$ cat config.mk
export PLATFORM = sky130hd
export DESIGN_NAME = ex_stage
export DESIGN_NICKNAME = d
export VERILOG_FILES = /design/src/rtl/ex_stage_pkg.sv /design/src/rtl/ex_stage_div.sv /design/src/rtl/ex_stage.sv
export SDC_FILE = /design/constraint.sdc
export NUM_CORES = 1
export LEC_CHECK = 0
export CORE_AREA = 2 2 162 164
export CTS_BUF_LIST = sky130_fd_sc_hd__clkbuf_4
export DETAILED_ROUTE_END_ITERATION = 10
export DIE_AREA = 0 0 164 166
export PLACE_DENSITY = 0.59
export SLEW_MARGIN = 10
export SYNTH_ARGS = -nofsm -noshare
export SYNTH_HDL_FRONTEND = slang
export SYNTH_SLANG_ARGS = --single-unit
$ cat constraint.sdc
create_clock -name clk -period 6.8 [get_ports clk]
set_input_delay 1.02 -clock clk [delete_from_list [all_inputs] [get_ports clk]]
set_output_delay 1.02 -clock clk [all_outputs]
set_load 0.005 [all_outputs]
$ cat src/rtl/ex_stage_pkg.sv
// Shared defines for the execute stage: ALU select/op codes, reset-fill words,
// divider FSM state encoding and the EX/MEM latch record.
package ex_stage_pkg;

    localparam logic [2:0] ALUSEL_NOP   = 3'b000;
    localparam logic [2:0] ALUSEL_LOGIC = 3'b001;
    localparam logic [2:0] ALUSEL_SHIFT = 3'b010;
    localparam logic [2:0] ALUSEL_DIV   = 3'b011;

    localparam logic [7:0] ALUOP_AND  = 8'h24;
    localparam logic [7:0] ALUOP_OR   = 8'h25;
    localparam logic [7:0] ALUOP_XOR  = 8'h26;
    localparam logic [7:0] ALUOP_NOR  = 8'h27;
    localparam logic [7:0] ALUOP_SLL  = 8'h7C;
    localparam logic [7:0] ALUOP_SRL  = 8'h02;
    localparam logic [7:0] ALUOP_SRA  = 8'h03;
    localparam logic [7:0] ALUOP_DIV  = 8'h1A;
    localparam logic [7:0] ALUOP_DIVU = 8'h1B;

    localparam logic [31:0] ZERO_WORD    = '0;
    localparam logic [4:0]  NOP_REG_ADDR = '0;

    typedef enum logic [1:0] {
        DIV_IDLE = 2'b00,
        DIV_BUSY = 2'b01,
        DIV_DONE = 2'b10
    } div_state_t;

    typedef struct packed {
        logic [4:0]  wd;
        logic        wreg;
        logic [31:0] wdata;
        logic        whilo;
        logic [31:0] hi;
        logic [31:0] lo;
    } exmem_t;

endpackage

$ cat src/rtl/ex_stage_div.sv
// ex_div: 32-cycle restoring divider with IDLE/BUSY/DONE control.
// Operands are reduced to magnitudes on start; signs are reapplied in DONE.
// result = {remainder, quotient}. Divide by zero yields zero in one cycle.
import ex_stage_pkg::*;

module ex_div (
    input  logic        clk,
    input  logic        rst,
    input  logic        start,
    input  logic        signed_div,
    input  logic [31:0] opdata1,
    input  logic [31:0] opdata2,
    input  logic        annul,
    input  logic        stall,
    output logic [63:0] result,
    output logic        ready,
    output logic        stallreq
);

    div_state_t  state_q, state_d;
    logic [4:0]  cnt_q;
    logic [31:0] rem_q, quo_q, dvs_q;
    logic        qneg_q, rneg_q;

    logic [31:0] abs1, abs2;
    logic [32:0] shifted, diff;
    logic        take;

    // Operand magnitudes and the trial subtraction for one restoring step.
    always_comb begin
        abs1    = (signed_div && opdata1[31]) ? -opdata1 : opdata1;
        abs2    = (signed_div && opdata2[31]) ? -opdata2 : opdata2;
        shifted = {rem_q, quo_q[31]};
        diff    = shifted - {1'b0, dvs_q};
        take    = ~diff[32];
    end

    // FSM state register.
    always_ff @(posedge clk) begin
        if (rst) state_q <= DIV_IDLE;
        else     state_q <= state_d;
    end

    // Next state, stall request, ready flag and sign-corrected result.
    always_comb begin
        state_d = state_q;
        unique case (state_q)
            DIV_IDLE: if (start) state_d = (opdata2 == ZERO_WORD) ? DIV_DONE : DIV_BUSY;
            DIV_BUSY: if (cnt_q == 5'd31) state_d = DIV_DONE;
            DIV_DONE: if (!stall) state_d = DIV_IDLE;
            default:  state_d = DIV_IDLE;
        endcase
        if (annul) state_d = DIV_IDLE;

        stallreq = !rst && !annul &&
                   ((state_q == DIV_IDLE && start) || state_q == DIV_BUSY);
        ready    = (state_q == DIV_DONE);
        result   = {(rneg_q ? -rem_q : rem_q), (qneg_q ? -quo_q : quo_q)};
    end

    // Divider datapath: latch magnitudes/signs on start, then shift-subtract.
    always_ff @(posedge clk) begin
        if (rst) begin
            cnt_q  <= '0;
            rem_q  <= '0;
            quo_q  <= '0;
            dvs_q  <= '0;
            qneg_q <= 1'b0;
            rneg_q <= 1'b0;
        end else if (state_q == DIV_IDLE && start && !annul) begin
            cnt_q <= '0;
            rem_q <= '0;
            if (opdata2 == ZERO_WORD) begin
                quo_q  <= '0;
                dvs_q  <= '0;
                qneg_q <= 1'b0;
                rneg_q <= 1'b0;
            end else begin
                quo_q  <= abs1;
                dvs_q  <= abs2;
                qneg_q <= signed_div && (opdata1[31] ^ opdata2[31]);
                rneg_q <= signed_div && opdata1[31];
            end
        end else if (state_q == DIV_BUSY && !annul) begin
            // quo_q doubles as the dividend shift register: its MSB feeds the
            // partial remainder while quotient bits enter at the bottom.
            rem_q <= take ? diff[31:0] : shifted[31:0];
            quo_q <= {quo_q[30:0], take};
            cnt_q <= cnt_q + 5'd1;
        end
    end

endmodule

$ cat src/rtl/ex_stage.sv
// ex_stage: execute stage with logic/shift ALU, optional divider and the
// EX/MEM pipeline register. Define EX_DIV_EN to build the divider; without it
// DIV selections behave as NOP and stallreq_o is tied low.
import ex_stage_pkg::*;

module ex_stage (
    input  logic        clk,
    input  logic        rst,
    input  logic [7:0]  id_aluop_i,
    input  logic [2:0]  id_alusel_i,
    input  logic [31:0] id_reg1_i,
    input  logic [31:0] id_reg2_i,
    input  logic [4:0]  id_wd_i,
    input  logic        id_wreg_i,
    input  logic        stall_i,
    input  logic        flush_i,
    output logic [4:0]  mem_wd_o,
    output logic        mem_wreg_o,
    output logic [31:0] mem_wdata_o,
    output logic        mem_whilo_o,
    output logic [31:0] mem_hi_o,
    output logic [31:0] mem_lo_o,
    output logic        fwd_wreg_o,
    output logic [4:0]  fwd_wd_o,
    output logic [31:0] fwd_wdata_o,
    output logic        stallreq_o
);

    logic [31:0] logic_res, shift_res;
    logic        div_start;
    logic        div_ready;
    logic [63:0] div_result;
    exmem_t      nxt, exmem_q;

    assign div_start = (id_alusel_i == ALUSEL_DIV) &&
                       (id_aluop_i == ALUOP_DIV || id_aluop_i == ALUOP_DIVU);

`ifdef EX_DIV_EN
    ex_div u_div (
        .clk        (clk),
        .rst        (rst),
        .start      (div_start),
        .signed_div (id_aluop_i == ALUOP_DIV),
        .opdata1    (id_reg1_i),
        .opdata2    (id_reg2_i),
        .annul      (flush_i),
        .stall      (stall_i),
        .result     (div_result),
        .ready      (div_ready),
        .stallreq   (stallreq_o)
    );
`else
    assign div_ready  = 1'b0;
    assign div_result = '0;
    assign stallreq_o = 1'b0;
`endif

    // Bitwise logic unit.
    always_comb begin
        unique case (id_aluop_i)
            ALUOP_OR:  logic_res = id_reg1_i | id_reg2_i;
            ALUOP_AND: logic_res = id_reg1_i & id_reg2_i;
            ALUOP_XOR: logic_res = id_reg1_i ^ id_reg2_i;
            ALUOP_NOR: logic_res = ~(id_reg1_i | id_reg2_i);
            default:   logic_res = ZERO_WORD;
        endcase
    end

    // Shifter: value in reg2, amount from the low five bits of reg1.
    always_comb begin
        unique case (id_aluop_i)
            ALUOP_SLL: shift_res = id_reg2_i << id_reg1_i[4:0];
            ALUOP_SRL: shift_res = id_reg2_i >> id_reg1_i[4:0];
            ALUOP_SRA: shift_res = $signed(id_reg2_i) >>> id_reg1_i[4:0];
            default:   shift_res = ZERO_WORD;
        endcase
    end

    // Value the EX/MEM register would load this edge; a bubble while stalling.
    always_comb begin
        nxt    = '0;
        nxt.wd = id_wd_i;
        unique case (id_alusel_i)
            ALUSEL_LOGIC: begin
                nxt.wreg  = id_wreg_i;
                nxt.wdata = logic_res;
            end
            ALUSEL_SHIFT: begin
                nxt.wreg  = id_wreg_i;
                nxt.wdata = shift_res;
            end
            ALUSEL_DIV: begin
                nxt.whilo = div_start && div_ready;
                nxt.hi    = div_result[63:32];
                nxt.lo    = div_result[31:0];
            end
            default: nxt.wreg = 1'b0;
        endcase
        if (stallreq_o) nxt = '0;
    end

    assign fwd_wreg_o  = nxt.wreg;
    assign fwd_wd_o    = nxt.wd;
    assign fwd_wdata_o = nxt.wdata;

    // EX/MEM register: reset, then flush, then stall hold.
    always_ff @(posedge clk) begin
        if (rst)           exmem_q <= '0;
        else if (flush_i)  exmem_q <= '0;
        else if (!stall_i) exmem_q <= nxt;
    end

    assign mem_wd_o    = exmem_q.wd;
    assign mem_wreg_o  = exmem_q.wreg;
    assign mem_wdata_o = exmem_q.wdata;
    assign mem_whilo_o = exmem_q.whilo;
    assign mem_hi_o    = exmem_q.hi;
    assign mem_lo_o    = exmem_q.lo;

endmodule

==> summary.md, run 1 <==
| Metric | Value |
|---|---|
| Max-slew violations | 0 |
| Logic pwr share | 0.585 |
| Final hold viol count | 0 |
| CP max FO | 12 |
| Critical path startpoint category | input pin |
| Vias in the first global route | 7761 |
| Cell Pwr Density | around 86 nW/um^2 |
| Row count | 59 |
| Total GRT Usage | 0.245 |
| Peak Freq | about 170 MHz |
| Cts hold-fix bufs | 0 |
| Via Count | 8498 |
| Placed cell areas | 9760 um^2 |
| Longest Clk Path Bufs | 2 |
| Setup Fix Bufs, Post-CTS | 0 |
| Ports | approximately 230 |
| Worst-margin pin slew | about 1.1 ns |
| Clock transition at path regs | approximately 0.12 ns |
| Initial antenna violation count | 0 |
| Placer Congestion | between 1 and 1.5 |
| Starting density of the core | 0.325 |
| Worst r2r dst | mem_wdata_o[17] |
| Min-Delay Path Class | register to register |
| CTS Root Cell | clkbuf_4 |
| Seq/Total Area, Yosys | 0.0913 |
| Combinational family with the most area after synthesis | multiplexers |
| TritonCTS clock tree | yes |
| Design area | roughly 10000 um^2 |
| Total CTS buffers | 5 |
| NumNets Final | around 1.2k |
| DR pass1 iterations | 9 |
| Period Utilization, post-route | 0.868 |
| Worst Path Arrival | a little under 5 ns |
| Routed Antenna Nets | 0 |
| Final min period | around 6 ns |
| Leak | slightly below 0.004 uW |
| Post-synthesis mux area share | 0.258 |
| Final core utilization | 0.383 |
| Clock power share | 0.139 |
| EDFF count, synth | 0 |
| Layout cells sized above 1 | 0.139 |
| Main synth FF type | dfxtp_1 |
| P_sw | ~370 uW |
| Netlist cell types | a little under 90 |
| Synth Area in Simple Gates | 0.115 |
| Flop2flop setup slack | 6.04 ns |
| Later-pin clock latency in the skew report | between 0.3 and 0.4 ns |
| Sw frac | 0.432 |
| DRC | 0 |
| DP HPWL | roughly 27000 um |
| Compound-cell area share of the yosys netlist | 0.247 |
| Max rail drop VDD | ~63 uV |
| Worst Setup Path Type | input pin to output port |
| First-pass GRT wire length | about 51000 um |
| Syn Area/Cell | 8.52 um^2 |
| Crit Reg-Reg Startpoint | mem_wdata_o[17] |
| Post-Synthesis Cells | approximately 980 |
| Data required time of the critical path | 5.78 ns |
| Full die area | about 27000 um^2 |
| Maxcap violations | 0 |
| Clock Skew | 0 ns |
| Ys Warns | 0 |
| Outcome | complete, no violations |
| Mapped cell area | between 8000 and 9000 um^2 |
| Vias per cell | 6.04 |
| Sequential share of power | 0.275 |
| Final Setup Violations | 0 |
| Drt wl/cell | approximately 24 um |
| GRT overflow | 0 |
| Post-synthesis adder-cell area fraction | 0.0991 |
| RSZ-0062 raised after global routing | false |
| Setup TNS Final | 0 ns |
| Diodes inserted | 0 |
| Crit path to | fwd_wdata_o[19] |
| Input/output buffers | 160 |
| Post-synth ARST share | 0 |
| Synth-to-layout area growth | 17.8% |
| Area share of xor/xnor cells in the synthesized design | 0.0347 |
| DIE HEIGHT | 166 um |
| Die width | between 150 and 200 um |
| Setup crit start | id_aluop_i[3] |
| Htree depth | 2 |
| Largest net degree at the start of global routing | between 50 and 60 |
| Initial DRC Count | 1080 |
| Worst reg2reg path depth | 2 |
| Resized Gates After CTS | 0 |
| Internal Power | 480 uW |
| Area of the core | between 20000 and 30000 um^2 |
| Fill count | 2641 |
| Crit. End Element | output port |
| Routed WL | roughly 34000 um |
| CTS Sinks | 38 |
| Yosys reg bits | 38 |
| Max_slew headroom | 0.297 |
-- synth_stat cells, types with 10 or more instances --
cell      number  area share
nand3_1       11      0.0066
or2_2         12      0.0090
o221ai_1      10       0.011
o21ai_0       48       0.029
mux2i_1       65       0.078
clkbuf_1      49       0.022
mux2_2        13       0.018
ha_1          66       0.099
o211ai_1      14       0.013
nor2_1        62       0.028
buf_4         80       0.072
nand2_1       59       0.027
o22ai_1       21       0.016
a222oi_1      34       0.041
dfxtp_1       38       0.091
inv_1         64       0.029
xnor2_1       33       0.035
mux4_2        50        0.14
buf_2         24       0.014
o21bai_1      12       0.011
a21oi_1       32       0.019
-- worst min path at each step --
stage | cells past startpoint | startpoint | to | slack (ns)
after floorplan | 2 | mem_wreg_o | mem_wreg_o | 0.49
after global placement | 2 | mem_wd_o[0] | mem_wd_o[0] | 0.48
after detailed placement | 2 | mem_wd_o[4] | mem_wd_o[4] | 0.49
after CTS | 2 | mem_wd_o[4] | mem_wd_o[4] | 0.52
after global routing | 2 | mem_wd_o[4] | mem_wd_o[4] | 0.54
final | 2 | mem_wd_o[4] | mem_wd_o[4] | 0.51
-- registers in the layout (all words and copies together) (netlist names) --
signal	flops
mem_wdata_o	32
mem_wreg_o	1
mem_wd_o	5
-- layout by cell type (no fill, tap or decap), types with 6 or more instances in the layout --
master	netlist	layout
a21oi_1	32	32
a222oi_1	34	34
a31oi_1	9	9
buf_4	80	30
clkdlybuf4s50_1	0	156
conb_1	1	66
dfxtp_1	38	38
ha_1	66	66
inv_1	64	64
mux2_2	13	13
mux2i_1	65	65
mux4_1	8	8
mux4_2	50	50
nand2_1	59	59
nand2b_1	8	8
nand3_1	11	11
nand4_1	7	7
nor2_1	62	61
nor2b_1	6	6
nor3_1	8	8
o211ai_1	14	14
o21ai_0	48	48
o21ba_2	9	9
o21bai_1	12	12
o221a_2	9	9
o221ai_1	10	10
o22ai_1	21	21
or2_2	12	12
xnor2_1	33	33
-- power groups by stage --
| stage | Clock (uW) | Sequential (uW) | Combinational (uW) |
|---|---|---|---|
| 2_1_floorplan | 0 | 238 | 325 |
| 3_3_place_gp | 0 | 238 | 479 |
| 3_5_place_dp | 0 | 238 | 482 |
| 4_1_cts | 122 | 233 | 483 |
| 5_1_grt | 131 | 234 | 528 |
| 6_report | 118 | 233 | 495 |
-- cells by family (layout without fill, tap and decap cells) --
group	count (synthesis)	after routing
other	1	66
muxes	137	137
xor gates and xnor gates	33	33
AOI/OAI and AO/OA	271	271
and+or+nand+nor	198	198
buffers and inverters	234	263
DFF	38	38
adders and majority gates	66	66
-- cell type report --
type                    instances  area [um^2]  share of cell area
clock buffers                   5         37.5             0.00382
repair buffers                189         1800               0.184
multi-input cells             771         6530               0.665
flip-flops and latches         38          761              0.0775
clock inverters                 3         16.3             0.00166
well taps                     335          419              0.0427
inverters                      66          248              0.0252
-- metrics by stage --
stage | hold WS, ns | worst slack (ns) | cells | power, uW
floorplan | 0.485 | 2.73 | 1043 | 563
global placement | 0.481 | 1.13 | 1399 | 717
detailed placement | 0.490 | 1.07 | 1399 | 719
CTS | 0.519 | 1.06 | 1407 | 838
global route | 0.544 | 0.657 | 1407 | 892
finish | 0.514 | 0.901 | 1407 | 846
-- routing by layer --
metal	routed length, um	global-route usage	up-vias	part of all wire
met5	0	0	-	0
met4	986	0.0664	0	0.029
met3	3750	0.0569	53	0.11
met2	14500	0.354	519	0.42
met1	15200	0.361	4179	0.44
li1	-	-	3747	-
-- critical path, cell delays in order --
cell	delay, ns
clkdlybuf4s50_1	0.46
nor4_2	0.90
nand2_1	0.47
o21ai_0	0.78
o21ai_0	0.19
a31oi_1	0.36
or2_2	0.20
clkdlybuf4s50_1	0.49
(Power assumes the default switching activity.)
==> inputs of run 2 (changes only) <==
--- a/config.mk
+++ b/config.mk
@@ -10,7 +10,6 @@
 export DETAILED_ROUTE_END_ITERATION = 10
 export DIE_AREA = 0 0 164 166
 export PLACE_DENSITY = 0.59
-export SLEW_MARGIN = 10
 export SYNTH_ARGS = -nofsm -noshare
 export SYNTH_HDL_FRONTEND = slang
 export SYNTH_SLANG_ARGS = --single-unit
==> constraint.sdc (replaced) <==
create_clock -name clk -period 7 [get_ports clk]
set_input_delay 1.05 -clock clk [delete_from_list [all_inputs] [get_ports clk]]
set_output_delay 1.05 -clock clk [all_outputs]
set_load 0.005 [all_outputs]
==> run 2 against run 1 <==
Effect of this change: worst hold slack about the same; sequential share of layout area about the same; cell count increased by 0.14%; clock skew stayed put; critical path depth decreased by 1; wire length up 7.3%; cell area increased by 0.15%; first-iteration DRC count is 16% higher; non-clock buffer count up 2; sequential power down 3%; count of clock-buffer cells in the layout unchanged; register-to-register slack better by 0.18 ns; critical path type unchanged; critical endpoint is now fwd_wdata_o[21]; highest routed layer is now met5.
==> summary.md, run 2 (synthesized netlist as in run 1, its figures left out) <==
| Metric | Value |
|---|---|
| Clock Skew | 0 ns |
| Via Count | around 8.6k |
| Slowest Stage Delay on Critical Path | 1.07 ns |
| Initial antenna violation count | 1 |
| Critical path startpoint category | input pin |
| Hold Path Sink | mem_wreg_o |
| Routed WL | ~37000 um |
| HP Start | mem_wreg_o |
| Leak | roughly 0.004 uW |
| Setup Fix Bufs, Post-CTS | 0 |
| Longest Clk Path Bufs | 2 |
| Cell Chain, Critical Path | clkdlybuf4s50_1, buf_4, nor4bb_1, and2_1, a222oi_1, o21ai_1, clkdlybuf4s50_1 |
| Setup TNS Final | 0 ns |
| Fill count | ~2.6k |
| Clock transition at path regs | 0.12 ns |
| Worst reg2reg path depth | 2 |
| Crit. End Element | output port |
| Final min period | roughly 6.1 ns |
| First-pass GRT wire length | 54400 um |
| DRC | 0 |
| Max_slew headroom | 0.138 |
| Crit Reg-Reg Startpoint | mem_wdata_o[0] |
| Die width | approximately 160 um |
| DP HPWL | between 20000 and 30000 um |
| CTS Sinks | 38 |
| Input/output buffers | 160 |
| Peak Freq | roughly 160 MHz |
| NumNets Final | between 1k and 1.5k |
| Total GRT Usage | 0.266 |
| TritonCTS clock tree | yes |
| Design area | 9830 um^2 |
| Final core utilization | 0.384 |
| Largest register FFs | 32 |
| Area of the core | roughly 26000 um^2 |
| Max rail drop VDD | between 60 and 70 uV |
| RSZ-0062 raised after global routing | false |
| Worst Path Arrival | ~5.0 ns |
| Most common cell after layout, fill and taps aside | clkdlybuf4s50_1 |
| Maxcap violations | 0 |
| Max-slew violations | 0 |
| CTS Root Cell | clkbuf_4 |
| Final hold viol count | 0 |
| Row count | 59 |
| Most used cell, CP | clkdlybuf4s50_1 |
| Worst hold path stage count | 2 |
| Drt wl/cell | 26.2 um |
| Ports | 227 |
| DR pass1 iterations | 9 |
| Data required time of the critical path | 5.95 ns |
| Later-pin clock latency in the skew report | around 0.34 ns |
| Layout cells sized above 1 | 0.141 |
| Critical-path top delay cell | nor4bb_1 |
| Largest net degree at the start of global routing | 68 |
| Resized Gates After CTS | 0 |
| Min-Delay Path Class | register to register |
| Worst r2r dst | mem_wdata_o[0] |
| Full die area | about 27000 um^2 |
| Dpl ws | 0.970 ns |
| Synth-to-layout area growth | 17.9% |
| Starting density of the core | 0.325 |
| Placer Congestion | approximately 1.0 |
| Period Utilization, post-route | 0.869 |
| Outcome | complete, no violations |
| Cts hold-fix bufs | 0 |
| Vias in the first global route | 7982 |
| Diodes inserted | 0 |
| Most frequent cells in the layout | 156 x clkdlybuf4s50_1, 66 x ha_1, 66 x conb_1 |
| Htree depth | 2 |
| GRT overflow | 0 |
| Flop2flop setup slack | 6.22 ns |
| Final Setup Violations | 0 |
| Worst Setup Path Type | input pin to output port |
| Fin worst setup slack | a little over 0.9 ns |
| Cell Pwr Density | between 80 and 90 nW/um^2 |
| Total CTS buffers | 5 |
| CP max FO | 18 |
| Vias per cell | around 6.1 |
| Initial DRC Count | ~1.3k |
| Routed Antenna Nets | 0 |
| DIE HEIGHT | ~170 um |
| Placed cell areas | 9780 um^2 |
| Worst-margin pin slew | 1.28 ns |
## run 2: cell types whose count changed in the layout (fill, tap and decap cells not counted)
cell,change
buf_4,+2
## run 2: critical path, delay by kind of cell
family          cells  cell delay (ns)
simple gates        2             1.93
buf+inv             3             1.20
compound gates      2             0.83
## run 2: per-layer routing
| metal | vias up | wire length [um] | global-route usage |
|---|---|---|---|
| li1 | 3746 | - | - |
| met1 | 4195 | 16000 | 0.387 |
| met2 | 590 | 16100 | 0.397 |
| met3 | 50 | 3880 | 0.0587 |
| met4 | 2 | 928 | 0.0614 |
| met5 | - | 11 | 0 |
## run 2: through the flow
stage               std cells  total power [uW]  hold slack (ns)
floorplan                1043               546            0.485
global placement         1401               709            0.476
detailed placement       1401               709            0.489
CTS                      1409               828            0.521
global route             1409               883            0.548
finish                   1409               836            0.514
## run 2: worst max-delay path by stage
stage | startpoint | end | slack, ns | depth (start not counted)
5_1_grt | id_aluop_i[0] | fwd_wdata_o[10] | 0.68 | 7
3_5_place_dp | id_aluop_i[0] | fwd_wdata_o[10] | 0.97 | 7
4_1_cts | id_aluop_i[0] | fwd_wdata_o[10] | 0.95 | 7
6_report | id_aluop_i[0] | fwd_wdata_o[21] | 0.92 | 7
3_3_place_gp | id_aluop_i[0] | fwd_wdata_o[21] | 1.02 | 7
2_1_floorplan | id_reg1_i[0] | fwd_wdata_o[12] | 2.87 | 10
## run 2: layout make-up
cell class | instances | area (um^2) | area share
Clock buffer | 5 | 37.5 | 0.00382
Clock inverter | 3 | 16.3 | 0.00165
Timing Repair Buffer | 191 | 1820 | 0.185
Multi-Input combinational cell | 771 | 6530 | 0.664
Tap cell | 335 | 419 | 0.0426
Sequential cell | 38 | 761 | 0.0774
Inverter | 66 | 248 | 0.0252
## run 2: power breakdown
part           leakage (uW)  total [uW]  internal [uW]  switching [uW]
combinational       0.00356         493            207             286
clock             0.0000286         117           37.5            79.3
sequential         0.000309         226            223            3.47
==> inputs of run 3 (changes only) <==
--- a/config.mk
+++ b/config.mk
@@ -7,6 +7,7 @@
 export LEC_CHECK = 0
 export CORE_AREA = 2 2 162 164
 export CTS_BUF_LIST = sky130_fd_sc_hd__clkbuf_4
+export CTS_CLUSTER_SIZE = 28
 export DETAILED_ROUTE_END_ITERATION = 10
 export DIE_AREA = 0 0 164 166
 export PLACE_DENSITY = 0.59
==> results of run 3 <==
Final layout, timing and power as in run 2 (identical DEF).
